**src/rtl/satd_row_seq_if.sv**
```systemverilog
// Row-fetch and differences-stage handshake between the SATD row sequencer and its neighbours.
interface satd_row_seq_if #(
    parameter int unsigned ROWS = 8
);
    localparam int unsigned AW = $clog2(ROWS);

    logic          row_req;
    logic [AW-1:0] row_addr;
    logic          row_ack;
    logic          diff_ena;
    logic          diff_clr;
    logic          diff_valid;
    logic [AW-1:0] diff_row;

    modport master (
        output row_req, row_addr, diff_ena, diff_clr, diff_valid, diff_row,
        input  row_ack
    );

    modport slave (
        input  row_req, row_addr, diff_ena, diff_clr, diff_valid, diff_row,
        output row_ack
    );
endinterface

```
**src/rtl/satd_row_seq.sv**
```systemverilog
// SATD block sequencer: clears the differences stage, fetches ROWS rows from pixel memory,
// waits PIPE_LAT cycles for the downstream pipeline to drain, then pulses done.
module satd_row_seq #(
    parameter int unsigned WIDTH      = 8,
    parameter int unsigned NUM_INPUTS = 8,
    parameter int unsigned ROWS       = 8,
    parameter int unsigned PIPE_LAT   = 4
) (
    input  logic                  clk,
    input  logic                  rst,
    input  logic                  start,
    input  logic                  abort,
    satd_row_seq_if.master        bus,
    output logic                  busy,
    output logic                  done,
    output logic [15:0]           blk_cnt
);
    localparam int unsigned AW = $clog2(ROWS);
    localparam int unsigned DW = (PIPE_LAT > 1) ? $clog2(PIPE_LAT) : 1;

    if (ROWS < 2 || PIPE_LAT < 1 || WIDTH < 1 || NUM_INPUTS < 1) begin : g_bad_param
        $error("satd_row_seq: ROWS >= 2, PIPE_LAT >= 1, WIDTH/NUM_INPUTS >= 1 required");
    end

    typedef enum logic [2:0] {StIdle, StClear, StLoad, StDrain, StFin} state_e;

    state_e        state;
    logic [AW-1:0] rcnt;
    logic [DW-1:0] dcnt;
    logic          row_req_q, clr_q, valid_q, busy_q, done_q;
    logic [AW-1:0] diff_row_q;
    logic          sync0, sync1, rst_sync;
    logic          accept;

    // Assertion is immediate; release takes two edges to reach the FSM.
    always_ff @(posedge clk or negedge rst) begin
        if (!rst) begin
            sync0 <= 1'b0;
            sync1 <= 1'b0;
        end else begin
            sync0 <= 1'b1;
            sync1 <= sync0;
        end
    end
    assign rst_sync = sync1;

    // Abort suppresses the capture so a cancelled row never reaches the differences stage.
    assign accept = (state == StLoad) && bus.row_ack && !abort;

    always_ff @(posedge clk or negedge rst_sync) begin
        if (!rst_sync) begin
            state      <= StIdle;
            rcnt       <= '0;
            dcnt       <= '0;
            row_req_q  <= 1'b0;
            clr_q      <= 1'b0;
            valid_q    <= 1'b0;
            busy_q     <= 1'b0;
            done_q     <= 1'b0;
            diff_row_q <= '0;
            blk_cnt    <= '0;
        end else begin
            clr_q   <= 1'b0;
            done_q  <= 1'b0;
            valid_q <= accept;
            if (accept) diff_row_q <= rcnt;

            if (abort && state != StIdle) begin
                state     <= StIdle;
                rcnt      <= '0;
                dcnt      <= '0;
                row_req_q <= 1'b0;
                busy_q    <= 1'b0;
            end else begin
                unique case (state)
                    StIdle: begin
                        if (start) begin
                            state  <= StClear;
                            clr_q  <= 1'b1;
                            busy_q <= 1'b1;
                        end
                    end
                    StClear: begin
                        state     <= StLoad;
                        rcnt      <= '0;
                        row_req_q <= 1'b1;
                    end
                    StLoad: begin
                        if (bus.row_ack) begin
                            if (rcnt == AW'(ROWS - 1)) begin
                                state     <= StDrain;
                                rcnt      <= '0;
                                dcnt      <= '0;
                                row_req_q <= 1'b0;
                            end else begin
                                rcnt <= rcnt + 1'b1;
                            end
                        end
                    end
                    StDrain: begin
                        if (dcnt == DW'(PIPE_LAT - 1)) begin
                            state   <= StFin;
                            dcnt    <= '0;
                            done_q  <= 1'b1;
                            blk_cnt <= blk_cnt + 16'd1;
                        end else begin
                            dcnt <= dcnt + 1'b1;
                        end
                    end
                    StFin: begin
                        state  <= StIdle;
                        busy_q <= 1'b0;
                    end
                    default: begin
                        state <= StIdle;
                    end
                endcase
            end
        end
    end

    assign bus.row_req    = row_req_q;
    assign bus.row_addr   = rcnt;
    assign bus.diff_clr   = clr_q;
    assign bus.diff_ena   = clr_q | accept;
    assign bus.diff_valid = valid_q;
    assign bus.diff_row   = diff_row_q;
    assign busy           = busy_q;
    assign done           = done_q;
endmodule

```
**src/flat_wrapper.sv**
```systemverilog
// flat-port wrapper written by rule: the top's interface ports become plain ports
module satd_row_seq_flat 
#(
    parameter int unsigned WIDTH      = 8,
    parameter int unsigned NUM_INPUTS = 8,
    parameter int unsigned ROWS       = 8,
    parameter int unsigned PIPE_LAT   = 4
)
  (clk, rst, start, abort, busy, done, blk_cnt, bus_row_req, bus_row_addr, bus_diff_ena, bus_diff_clr, bus_diff_valid, bus_diff_row, bus_row_ack);
  satd_row_seq_if #(.ROWS(ROWS)) bus_i ();
  input  logic clk;
  input  logic rst;
  input  logic start;
  input  logic abort;
  output logic busy;
  output logic done;
  output logic [15:0] blk_cnt;
  output wire logic [$bits(bus_i.row_req)-1:0] bus_row_req;
  output wire logic [$bits(bus_i.row_addr)-1:0] bus_row_addr;
  output wire logic [$bits(bus_i.diff_ena)-1:0] bus_diff_ena;
  output wire logic [$bits(bus_i.diff_clr)-1:0] bus_diff_clr;
  output wire logic [$bits(bus_i.diff_valid)-1:0] bus_diff_valid;
  output wire logic [$bits(bus_i.diff_row)-1:0] bus_diff_row;
  input wire logic [$bits(bus_i.row_ack)-1:0] bus_row_ack;
  assign bus_row_req = bus_i.row_req;
  assign bus_row_addr = bus_i.row_addr;
  assign bus_diff_ena = bus_i.diff_ena;
  assign bus_diff_clr = bus_i.diff_clr;
  assign bus_diff_valid = bus_i.diff_valid;
  assign bus_diff_row = bus_i.diff_row;
  assign bus_i.row_ack = bus_row_ack;
  satd_row_seq #(.WIDTH(WIDTH), .NUM_INPUTS(NUM_INPUTS), .ROWS(ROWS), .PIPE_LAT(PIPE_LAT)) u_core (.clk(clk), .rst(rst), .start(start), .abort(abort), .bus(bus_i), .busy(busy), .done(done), .blk_cnt(blk_cnt));
endmodule
```
**config.mk**
```make
export PLATFORM = sky130hd
export DESIGN_NAME = satd_row_seq_flat
export DESIGN_NICKNAME = d
export VERILOG_FILES = /design/src/rtl/satd_row_seq_if.sv /design/src/rtl/satd_row_seq.sv /design/src/flat_wrapper.sv
export SDC_FILE = /design/constraint.sdc
export NUM_CORES = 1
export LEC_CHECK = 0
export CORE_MARGIN = 3
export CORE_UTILIZATION = 53
export CTS_CLUSTER_DIAMETER = 30
export DETAILED_ROUTE_END_ITERATION = 6
export PLACE_DENSITY = 0.92
export REMOVE_ABC_BUFFERS = 1
export SLEW_MARGIN = 10
export SYNTH_ARGS = -nofsm -noshare
export SYNTH_HDL_FRONTEND = slang
export SYNTH_SLANG_ARGS = --single-unit
```
**constraint.sdc**
```tcl
create_clock -name clk -period 3.9 [get_ports clk]
set_clock_uncertainty 0.1 [all_clocks]
set_input_delay 0.78 -clock clk [delete_from_list [all_inputs] [get_ports clk]]
set_output_delay 0.78 -clock clk [all_outputs]
set_load 0.005 [all_outputs]
```
==> flow_metrics.tcl, run 1 <==
set metrics [dict create \
    crit_chain "clkdlybuf4s50_1 > nor4b_4 > nand2_1 > nand2b_1 > clkdlybuf4s50_1" \
    via_per_inst 5.626 \
    synthesis.area_um2 1543 \
    n_antenna_cell 0 \
    yosysSeqAreaShare_pct 55.15 \
    path_class "input pin to primary output" \
    regArea_um2 850.8 \
    die_h_um 59.95 \
    yosys_warnings 0 \
    antenna_found_initial 0 \
    crit_slowest_cell "clkdlybuf4s50_1" \
    syn_avg_cell_area_um2 12.24 \
    clock-sinks 34 \
    grt_pass1_wl_mm 5.112 \
    hold_buffers 1 \
    maxCapViolCount 0 \
    grt_pass1_vias 1134 \
    worstPathRequired_ns 3.02 \
    firstDrtPassIters 4 \
    period_share_pct 84.62 \
    hold_viol 0 \
    drive_gt1_share_pct 10.30 \
    cpPeakStageDelay_ns 0.50 \
    clk_pin_slew_worst_paths_ns 0.10 \
    fillers 190 \
    ioPinCount 33 \
    multiInputGateArea_um2 643.1 \
    syn2layout_area_growth_pct 26.52 \
    cts-htree-levels 2 \
    clock-root-buffer "clkbuf_4" \
    end_kind "primary output" \
    hpwl_mm 2.146 \
    fin_nets 173 \
    finalPower_mw 0.6929 \
    period_needed_ns 3.300 \
    fmax_mhz 303.0 \
    die_w_um 59.95 \
    cts_buffers 5 \
    grt-ovfl-total 0 \
    drt_first_iter_violations 43 \
    arrival_ns 2.42 \
    cpMostUsedCell "clkdlybuf4s50_1" \
    cts_setup_buffers 0 \
    cp_top_family "buffers and inverters" \
    outcome "completed" \
    crit_buf_inv 2 \
    crit_path_start_kind "input pin" \
    rsz0062_at_grt "false" \
    clock_path_buffers 2 \
    synth_cell_type_count 38 \
    start_util_pct 59.05 \
    place.gp.congestion 0.6995 \
    path_max_fanout 6 \
    hold_path_class "flop to asynchronous set/reset pin" \
    fp-row-count 18 \
    drv_slew 0 \
    cts_tree "built" \
    core_area_um2 2613 \
    finalWirelength_mm 2.910 \
    grt_max_degree 29 \
    p_leak_nw 0.8806 \
    ys_ff_latch 34 \
    die_area_um2 3594 \
    track_usage_pct 19.60 \
    remaining_drc_errors 0 \
    power_density_nw_per_um2 355.0 \
    setup-violations-final 0 \
    setup_tns_ns 0 \
    clock_latency_ns 0.33 \
    vdd_drop_max_v 0.0003536 \
    syn_inst 126 \
    antenna_left 0 \
    portBuffers 32 \
    num_vias 1097 \
    drt-wirelength-per-cell_um 14.92 \
    cts-resized-gates 0 \
]
-- layout by cell type, fill, tap and decap left out, drive strengths merged, types with 3 or more instances in the layout --
cell type / synthesis / layout
clkdlybuf4s50: 0 / 32
dfrtp: 34 / 34
xnor2: 11 / 11
nand4: 4 / 4
clkbuf: 0 / 7
nand3: 6 / 6
nand2: 9 / 9
nor2: 4 / 4
xor2: 4 / 4
nor3: 6 / 6
inv: 4 / 4
mux2: 5 / 5
ha: 4 / 4
and4: 3 / 3
o21ai: 3 / 3
-- worst paths after layout --
kind / startpoint / end / slack, ns / depth (start not counted)
max: abort / bus_diff_ena / 0.60 / 5
min: u_core.rst_sync$_DFF_PN0_ / u_core.state[2]$_DFFE_PN0P_ / 0.16 / 1
max reg2reg: u_core.bus.row_addr[0]$_DFFE_PN0P_ / u_core.dcnt[0]$_DFFE_PN0P_ / 1.96 / 5
min reg2reg: u_core.rst_sync$_DFF_PN0_ / u_core.state[2]$_DFFE_PN0P_ / 0.16 / 1
max in group asynchronous: u_core.rst_sync$_DFF_PN0_ / u_core.busy$_DFFE_PN0P_ / 3.01 / 1
min in group clk: u_core.sync0$_DFF_PN0_ / u_core.rst_sync$_DFF_PN0_ / 0.27 / 0
-- Yosys cell counts, drive strengths merged --
library cell   n  area (um2)
or2            1       6.260
o211a          1       10.01
dfrtp         34       850.8
conb           1       3.750
xnor2         11       96.34
nor3b          1       7.510
or4            1       7.510
nand2b         2       12.51
inv            4       15.01
nor2           4       15.01
nand4b         1       8.760
and4           3       26.28
nand3          6       30.03
mux2i          2       20.02
a311oi         1       15.01
o31ai          1       7.510
nand4          4       25.02
a211oi         1       7.510
nor3           6       45.04
ha             4       50.05
a22o           1       8.760
nand4bb        1       11.26
nand2          9       33.78
and3           2       12.51
nor4b          2       32.53
o21bai         1       7.510
mux2           5       56.30
nor2b          1       6.260
o21ai          3       15.01
buf            4       33.78
nor4           1       6.260
xor2           4       35.03
o41ai          1       8.760
o211ai         2       15.01
-- state kept, by name, summed over array words and instances (netlist names) --
name                   count
u_core.blk_cnt            16
u_core.bus.diff_clr        1
u_core.bus.diff_row        3
u_core.bus.diff_valid      1
u_core.bus.row_addr        3
u_core.bus.row_req         1
u_core.busy                1
u_core.dcnt                2
u_core.done                1
u_core.rst_sync            1
u_core.state               3
u_core.sync0               1
-- cell type report --
cell class	instances	area share [%]
Sequential cell	34	43.59
Multi-Input combinational cell	84	32.95
Timing Repair Buffer	35	17.69
Clock buffer	7	2.821
Tap cell	30	1.923
Inverter	4	0.7692
Clock inverter	1	0.2564
-- power by group --
part           switching (mW)  internal (mW)  total, mW
logic                  0.0392         0.0588     0.0980
clock network           0.109         0.0873      0.197
registers              0.0244          0.374      0.398
total                   0.173          0.520      0.693
-- stage by stage --
step / utilization [%] / hold slack (ns) / cells / cell area (um2) / setup WS, ns
2_1_floorplan: - / 0.2312 / 122 / 1509 / 1.716
3_3_place_gp: 72.03 / -0.03711 / 186 / 1882 / 0.7015
3_5_place_dp: 72.03 / -0.03612 / 186 / 1882 / 0.5964
4_1_cts: 74.71 / 0.1836 / 195 / 1952 / 0.5966
5_1_grt: 74.71 / 0.2219 / 195 / 1952 / 0.5079
6_report: 74.71 / 0.1637 / 195 / 1952 / 0.5999
-- kinds of logic after synthesis --
| kind of cell | count (synthesis) | synth area share [%] |
|---|---|---|
| compound gates | 12 | 6.164 |
| xor+xnor | 15 | 8.515 |
| fa+ha+maj | 4 | 3.244 |
| buf+inv | 8 | 3.163 |
| flops | 34 | 55.15 |
| mux | 7 | 4.947 |
| other cells | 1 | 0.2431 |
| simple gates | 45 | 18.57 |
-- layer usage --
metal	routed length, um	track usage [%]	up-vias
met5	0	0	-
met4	54	9.494	0
met3	122	4.968	5
met2	1463	30.86	22
met1	1269	25.11	543
li1	-	-	527
Power figures use the tool's default switching activity.
==> inputs of run 2 (changes only) <==
CORE_UTILIZATION = 50   (was 53)
PLACE_DENSITY = 0.88   (was 0.92)
clock period = 3.45 ns   (was 3.9 ns; I/O delays follow)
==> run 2 against run 1 <==
  * Via count fell by 1.5%
  * Worst setup slack got worse by 0.22 ns
  * Flip-flop and latch count did not move
  * Core utilization fell by 5.6 points
  * Global-route usage fell by 2.4 points
  * Critical path type unchanged
  * Combinational power rose by 6%
  * Highest routed layer unchanged
  * Power rose by 23%
  * Routed wire length fell by 1.6%
  * Sequential share of layout area fell by 0.44 points
  * Critical path depth did not move
  * Cell area rose by 1.0%
==> flow_metrics.tcl, run 2 (synthesis gave the netlist of run 1 again) <==
set metrics [dict create \
    place.gp.congestion 0.8343 \
    die_area_um2 3788 \
    path_max_fanout 6 \
    clock_path_buffers 2 \
    period_share_pct 89.01 \
    met1_usage_pct 21.53 \
    grt_max_degree 30 \
    path_class "input pin to primary output" \
    hold_viol 0 \
    ioPinCount 33 \
    largest_register_ffs 16 \
    syn2layout_area_growth_pct 27.82 \
    setup.reg_to_reg.worst_slack_ns 1.50 \
    remaining_drc_errors 0 \
    setup_tns_ns 0 \
    track_usage_pct 17.17 \
    worstPathRequired_ns 2.66 \
    clock-root-buffer "clkbuf_4" \
    portBuffers 32 \
    end_kind "primary output" \
    clock-sinks 34 \
    rsz0062_at_grt "false" \
    die_h_um 61.55 \
    firstDrtPassIters 4 \
    clk_pin_slew_worst_paths_ns 0.10 \
    cts_setup_buffers 0 \
    cts_buffers 5 \
    die_w_um 61.55 \
    fillers 216 \
    cts-resized-gates 0 \
    grt-ovfl-total 0 \
    hold_path_class "flop to flop" \
    fp-row-count 19 \
    outcome "completed" \
    cp-endpoint "bus_diff_ena" \
    core_area_um2 2853 \
    critPathLaunch "abort" \
    maxCapViolCount 0 \
    mostFrequentLayoutCell "dfrtp_1" \
    fin_ws_ns 0.3790 \
    via_per_inst 5.538 \
    fmax_mhz 325.6 \
    busiest_layer "met2" \
    grt_pass1_vias 1045 \
    p_leak_nw 0.8903 \
    tightest_slew_ns 1.072 \
    reg2reg_depth 5 \
    grt.met2_usage_pct 27.65 \
    power_density_nw_per_um2 433.6 \
    num_vias 1080 \
    start_util_pct 54.08 \
    timing.rr.end "u_core.dcnt[0]$_DFFE_PN0P_" \
    grt_pass1_wl_mm 4.650 \
    worstReg2RegStart "u_core.bus.row_addr[0]$_DFFE_PN0P_" \
    slew_headroom_pct 28.50 \
    final_cell_mix "34 x dfrtp_1, 32 x clkdlybuf4s50_1, 11 x xnor2_1, 9 x nand2_1, 6 x nand3_1" \
    vdd_drop_max_v 0.0002949 \
    clock_latency_ns 0.33 \
    hold_buffers 0 \
    drv_slew 0 \
    antenna_found_initial 0 \
    finalWirelength_mm 2.864 \
    cts-htree-levels 2 \
    top_register "u_core.blk_cnt" \
    fin_nets 173 \
    drt_first_iter_violations 41 \
    post-place-ws_ns 0.3796 \
    drt-wirelength-per-cell_um 14.69 \
    antenna_left 0 \
    period_needed_ns 3.071 \
    crit_path_start_kind "input pin" \
    drive_gt1_share_pct 10.98 \
    use_met3_pct 3.774 \
    cts_tree "built" \
    hpwl_mm 2.122 \
    setup-violations-final 0 \
    arrival_ns 2.28 \
    n_antenna_cell 0 \
    fin_util_pct 69.12 \
]
-- run 2: cell types whose count changed in the layout (fill, tap and decap cells not counted) --
cell | before | now
dlygate4sd3_1 | 1 | 0
bufinv_16 | 0 | 1
clkbuf_1 | 1 | 0
buf_4 | 2 | 3
clkinv_2 | 1 | 0
-- run 2: layer usage --
| layer | part of all wire [%] | vias up |
|---|---|---|
| met5 | 0 | - |
| met4 | 2.2 | 0 |
| met3 | 3.8 | 6 |
| met2 | 50 | 30 |
| met1 | 44 | 519 |
| li1 | - | 525 |
-- run 2: report_power, final --
group | total, mW | internal, mW | switching, mW
Combinational | 0.104 | 0.0666 | 0.0370
Sequential | 0.456 | 0.422 | 0.0334
Clock | 0.296 | 0.169 | 0.127
Total | 0.855 | 0.658 | 0.197
-- run 2: area by class of cell --
| cell class | instances | area, um2 | area share [%] |
|---|---|---|---|
| Clock buffer | 6 | 51.30 | 2.602 |
| Multi-Input combinational cell | 84 | 643.1 | 32.61 |
| Clock inverter | 1 | 30.03 | 1.523 |
| Tap cell | 31 | 38.79 | 1.967 |
| Sequential cell | 34 | 850.8 | 43.15 |
| Timing Repair Buffer | 35 | 342.8 | 17.39 |
| Inverter | 4 | 15.01 | 0.7614 |
-- run 2: critical path: stages --
cell	delay (ns)
clkdlybuf4s50_1	0.47
nor4b_4	0.30
nand2_1	0.20
nand2b_1	0.11
clkdlybuf4s50_1	0.50
-- run 2: metrics by stage --
stage	hold slack (ns)	instances	cell area [um2]	total power, mW
after floorplan	0.2312	122	1509	0.5081
after global placement	0.2370	188	1891	0.5623
after detailed placement	0.2347	188	1891	0.5679
after CTS	0.2584	195	1972	0.8616
after global routing	0.2652	195	1972	0.8904
final	0.2574	195	1972	0.8549
-- run 2: worst min path at each step --
stage | start | to | slack, ns | depth (start not counted)
finish | u_core.sync0$_DFF_PN0_ | u_core.rst_sync$_DFF_PN0_ | 0.26 | 0
CTS | u_core.sync0$_DFF_PN0_ | u_core.rst_sync$_DFF_PN0_ | 0.26 | 0
global route | u_core.sync0$_DFF_PN0_ | u_core.rst_sync$_DFF_PN0_ | 0.27 | 0
global placement | u_core.sync0$_DFF_PN0_ | u_core.rst_sync$_DFF_PN0_ | 0.24 | 0
detailed placement | u_core.sync0$_DFF_PN0_ | u_core.rst_sync$_DFF_PN0_ | 0.23 | 0
floorplan | u_core.sync0$_DFF_PN0_ | u_core.rst_sync$_DFF_PN0_ | 0.23 | 0
==> inputs of run 3 (changes only) <==
PLACE_DENSITY = 0.78   (was 0.88)
SKIP_CTS_REPAIR_TIMING = 1   (was unset)
==> run 3 against run 2 <==
  * Register-to-register slack better by 0.02 ns
  * Clock-buffer cell count is 1 lower
  * Power is 11% lower
  * Worst hold slack better by 0.011 ns
  * Global-route usage is 0.69 points higher
  * First-iteration DRC count is 71% higher
  * Critical path depth stayed put
  * Routed wire length hardly changed
  * Core utilization is 1.4 points lower
  * Maximum frequency is 0.34% lower
  * Sequential share of layout area is 0.92 points higher
  * Cell area is 2.1% lower
  * Critical path type unchanged
  * Critical endpoint unchanged
  * Largest cell class unchanged
  * Highest routed layer unchanged
==> flow_metrics.tcl, run 3 (synthesis gave the netlist of run 1 again) <==
set metrics [dict create \
    outcome "completed" \
    drt_first_iter_violations 70 \
    fillers 224 \
    pwr-share-comb_pct 13.6 \
    setup_tns_ns 0 \
    period_needed_ns 3.082 \
    die_h_um 61.55 \
    drv_slew 0 \
    path_class "input pin to primary output" \
    antenna_found_initial 0 \
    clock_latency_ns 0.33 \
    track_usage_pct 17.86 \
    place.gp.congestion 0.7913 \
    slew_headroom_pct 33.07 \
    power_density_nw_per_um2 391.9 \
    firstDrtPassIters 4 \
    rsz0062_at_grt "false" \
    path_max_fanout 6 \
    timing.rr.end "u_core.dcnt[0]$_DFFE_PN0P_" \
    die_w_um 61.55 \
    cts_tree "built" \
    dpl.cell_count 187 \
    setup-violations-final 0 \
    setup.reg_to_reg.worst_slack_ns 1.52 \
    stdcell_count 194 \
    hold_viol 0 \
    p_leak_nw 0.8720 \
    seq_power_share_pct 60.2 \
    p_clk_share_pct 26.3 \
    vdd_drop_max_v 0.0002766 \
    top_register "u_core.blk_cnt" \
    num_vias 1080 \
    stdcell_area_um2 1931 \
    cts-htree-levels 2 \
    grt_max_degree 27 \
    largest_register_ffs 16 \
    clock-sinks 34 \
    maxCapViolCount 0 \
    grt_pass1_wl_mm 4.968 \
    clock-root-buffer "clkbuf_4" \
    hpwl_mm 2.085 \
    crit_path_start_kind "input pin" \
    finalWirelength_mm 2.865 \
    worstPathRequired_ns 2.66 \
    arrival_ns 2.29 \
    drt-wirelength-per-cell_um 14.77 \
    cp-endpoint "bus_diff_ena" \
    period_share_pct 89.32 \
    remaining_drc_errors 0 \
    clk_pin_slew_worst_paths_ns 0.09 \
    switchingPower_mw 0.1954 \
    critPathLaunch "abort" \
    grt_pass1_vias 1134 \
    final_cell_mix "34 x dfrtp_1, 32 x clkdlybuf4s50_1, 11 x xnor2_1, 9 x nand2_1, 6 x nand3_1" \
    portBuffers 32 \
    clock_path_buffers 2 \
    fp-row-count 19 \
    switching_share_pct 25.82 \
    hold_path_class "flop to flop" \
    fin_nets 172 \
    die_area_um2 3788 \
    cts_buffers 5 \
    ioPinCount 33 \
    tightest_slew_ns 1.004 \
    worstReg2RegStart "u_core.bus.row_addr[0]$_DFFE_PN0P_" \
    core_area_um2 2853 \
    syn2layout_area_growth_pct 25.14 \
    end_kind "primary output" \
    antenna_left 0 \
    start_util_pct 54.08 \
    via_per_inst 5.567 \
    reg2reg_depth 5 \
    place_area_um2 1883 \
    n_antenna_cell 0 \
    grt-ovfl-total 0 \
    drive_gt1_share_pct 10.43 \
    mostFrequentLayoutCell "dfrtp_1" \
    fmax_mhz 324.5 \
    p_int_mw 0.5613 \
]
run 3: metal layers:
layer / part of all wire (%) / wire length (um) / global-route usage, %
met4: 1.6 / 47 / 8.182
met5: 0 / 0 / 0
met1: 45 / 1292 / 22.40
met3: 3.8 / 110 / 3.983
met2: 49 / 1415 / 29.30
run 3: area by class of cell:
type	count	area [um2]	area share, %
multi-input cells	84	643.1	33.31
inverters	4	15.01	0.7777
clock buffers	5	37.54	1.944
flip-flops and latches	34	850.8	44.07
repair buffers	34	335.3	17.37
clock inverters	2	10.01	0.5185
well taps	31	38.79	2.009
run 3: worst min-delay path by stage:
stage	depth (start not counted)	from	slack (ns)	to
2_1_floorplan	0	u_core.sync0$_DFF_PN0_	0.23	u_core.rst_sync$_DFF_PN0_
6_report	0	u_core.sync0$_DFF_PN0_	0.27	u_core.rst_sync$_DFF_PN0_
3_5_place_dp	0	u_core.sync0$_DFF_PN0_	0.24	u_core.rst_sync$_DFF_PN0_
3_3_place_gp	0	u_core.sync0$_DFF_PN0_	0.24	u_core.rst_sync$_DFF_PN0_
4_1_cts	0	u_core.sync0$_DFF_PN0_	0.27	u_core.rst_sync$_DFF_PN0_
5_1_grt	0	u_core.sync0$_DFF_PN0_	0.29	u_core.rst_sync$_DFF_PN0_
run 3: power by group through the flow:
stage / Clock [mW] / Combinational (mW) / Sequential [mW]
4_1_cts: 0.205 / 0.104 / 0.456
3_5_place_dp: 0 / 0.103 / 0.464
2_1_floorplan: 0 / 0.0487 / 0.459
3_3_place_gp: 0 / 0.101 / 0.462
6_report: 0.199 / 0.103 / 0.455
5_1_grt: 0.228 / 0.113 / 0.462
run 3: through the flow:
stage          total power [mW]  utilization [%]  setup WS [ns]  hold slack [ns]
3_3_place_gp             0.5624            66.01         0.4227           0.2436
3_5_place_dp             0.5675            66.01         0.3747           0.2418
5_1_grt                  0.8031            67.68         0.2883           0.2880
6_report                 0.7567            67.68         0.3685           0.2688
4_1_cts                  0.7657            67.68         0.3610           0.2724
2_1_floorplan            0.5081                -          1.446           0.2312
run 3: worst max-delay path, cell delays in order:
cell,delay [ns]
clkdlybuf4s50_1,0.45
nor4b_4,0.30
nand2_1,0.22
nand2b_1,0.13
clkdlybuf4s50_1,0.50
==> patch: new RTL, config.mk and constraints of run 2 <==
Reset style: synchronous (`rst` and `rst_sync`), changed in 2 clocked blocks.
--- a/src/rtl/satd_row_seq.sv
+++ b/src/rtl/satd_row_seq.sv
@@ -34,5 +34,5 @@
 
     // Assertion is immediate; release takes two edges to reach the FSM.
-    always_ff @(posedge clk or negedge rst) begin
+    always_ff @(posedge clk) begin
         if (!rst) begin
             sync0 <= 1'b0;
@@ -48,5 +48,5 @@
     assign accept = (state == StLoad) && bus.row_ack && !abort;
 
-    always_ff @(posedge clk or negedge rst_sync) begin
+    always_ff @(posedge clk) begin
         if (!rst_sync) begin
             state      <= StIdle;
Check against the original RTL: differs if rst is asserted again (counterexample within 4 cycles, from zero or initial values and one cycle with rst low); with rst held inactive, the same outputs for 10 cycles.
==> patch against run 2 <==
Core utilization fell by 2.6 points; area after synthesis decreased by 2.9%; worst setup slack better by 0.017 ns; design area down 5.3%; count of clock-buffer cells in the layout grew 1; die area decreased by 2.6%; via count grew 21%; routed wire length up 10%; sequential cell count unchanged; critical endpoint unchanged; highest routed layer unchanged.
Power is not compared: it rests on default switching activity, and its combinational part moved more than twofold at a synthesized area within 25%.
==> patch: results <==
group,metric,value,unit
run_status,status,"complete, no violations",
global_routing,grt_use_met3,4.89,%
finish,layout-drive-gt1-share,4.64,%
synth,synth-adder-area-share,3.34,%
worst_setup_path,crit_fanout,7,
synth,synth_area_leaders,"dfxtp_1 45%, nor2_1 6.0%, a21oi_1 4.3%, ha_1 3.3%, mux2i_1 3.3%",
timing,slew-limit-headroom,58.4,%
clocking,cts_max_level,2,
global_routing,grt_pass1_wl,5350,microns
finish,nets,202,
global_routing,grt_pass1_vias,1250,
global_routing,grtUsageMet1,21.3,%
worst_setup_path,r2r-end,"u_core.blk_cnt[13]$_SDFFE_PN0P_",
synth,synth_compound_area_share,10.9,%
placement,dp_hpwl,2320,microns
global_routing,grt_util_all_layers,19.0,%
hold_path,holdPathEnd,"u_core.rst_sync$_SDFF_PN0_",
placement,routabilityCongestion,0.779,
worst_setup_path,reg2reg_slack,1.32,ns
route,viasPerCell,5.83,
worst_setup_path,worstPathArrival,2.26,ns
synth,async_flop_share,0,%
synth,synth-xor-area-share,4.68,%
finish,top_register,"u_core.blk_cnt",
route,wl,3160,microns
hold_path,hold_path_depth,1,
route,first_iter_violations,50,
finish,num-fill-cells,250,
synth,synth.area.mux_share,3.34,%
synth,synth_flop_cell,"dfxtp_1",
hold_path,min-delay-start,"u_core.sync0$_DFF_P_",
## patch: cell count changes after synthesis, sizes merged, moves of 4 or more
cell and delta:
a21oi +13, clkbuf +7, dfrtp -34, dfxtp +34
mux2 -5, nor2 +20, o31ai +5, or4 +4
xnor2 -7
## patch: layout make-up
class,count,area share (%)
clock buffer,7,2.95
clock inverter,1,0.268
inverter,3,0.603
multi-input combinational,117,40.5
sequential,34,36.5
tap,31,2.08
timing repair buffer,32,17.2
## patch: logic make-up after synthesis
logic type | after synthesis
adders and majority gates | 4
xor gates and xnor gates | 8
AOI/OAI and AO/OA | 27
buffers and inverters | 12
DFF | 34
muxes | 5
and+or+nand+nor | 73
## patch: how the worst max path moves through the flow
stage	startpoint	to	slack, ns	depth (start not counted)
2_1_floorplan	abort	u_core.blk_cnt[13]$_SDFFE_PN0P_	1.47	4
3_3_place_gp	abort	bus_diff_ena	0.43	4
3_5_place_dp	abort	bus_diff_ena	0.39	4
4_1_cts	abort	bus_diff_ena	0.38	4
5_1_grt	abort	bus_diff_ena	0.34	4
6_report	abort	bus_diff_ena	0.40	4
## patch: worst register-to-register path: stages, from the launching register on
cell and delay [ns]:
dfxtp_1 0.66, nand4b_4 0.21, or2_1 0.41, or4_1 0.54
a21oi_1 0.15
## patch: power groups by stage
stage | Clock (mW) | Sequential, mW | Combinational, mW
6_report | 0.227 | 0.400 | 0.0265
5_1_grt | 0.252 | 0.401 | 0.0292
4_1_cts | 0.233 | 0.400 | 0.0268
3_5_place_dp | 0 | 0.409 | 0.0266
3_3_place_gp | 0 | 0.409 | 0.0256
2_1_floorplan | 0 | 0.408 | 0.0134
## patch: per-stage QoR
step | cells | setup slack (ns) | hold WS, ns | cell area [sq um]
after floorplan | 154 | 1.47 | 0.306 | 1450
after detailed placement | 217 | 0.387 | 0.341 | 1810
after global placement | 217 | 0.432 | 0.320 | 1810
after global routing | 225 | 0.337 | 0.391 | 1870
final | 225 | 0.396 | 0.363 | 1870
after CTS | 225 | 0.384 | 0.365 | 1870
## patch: layer usage
layer / part of all wire [%] / vias up / routed length (microns)
met2: 53 / 32 / 1690
met4: 1.1 / 0 / 36
met1: 41 / 626 / 1290
li1: - / 647 / -
met5: 0 / - / 0
met3: 4.6 / 7 / 145
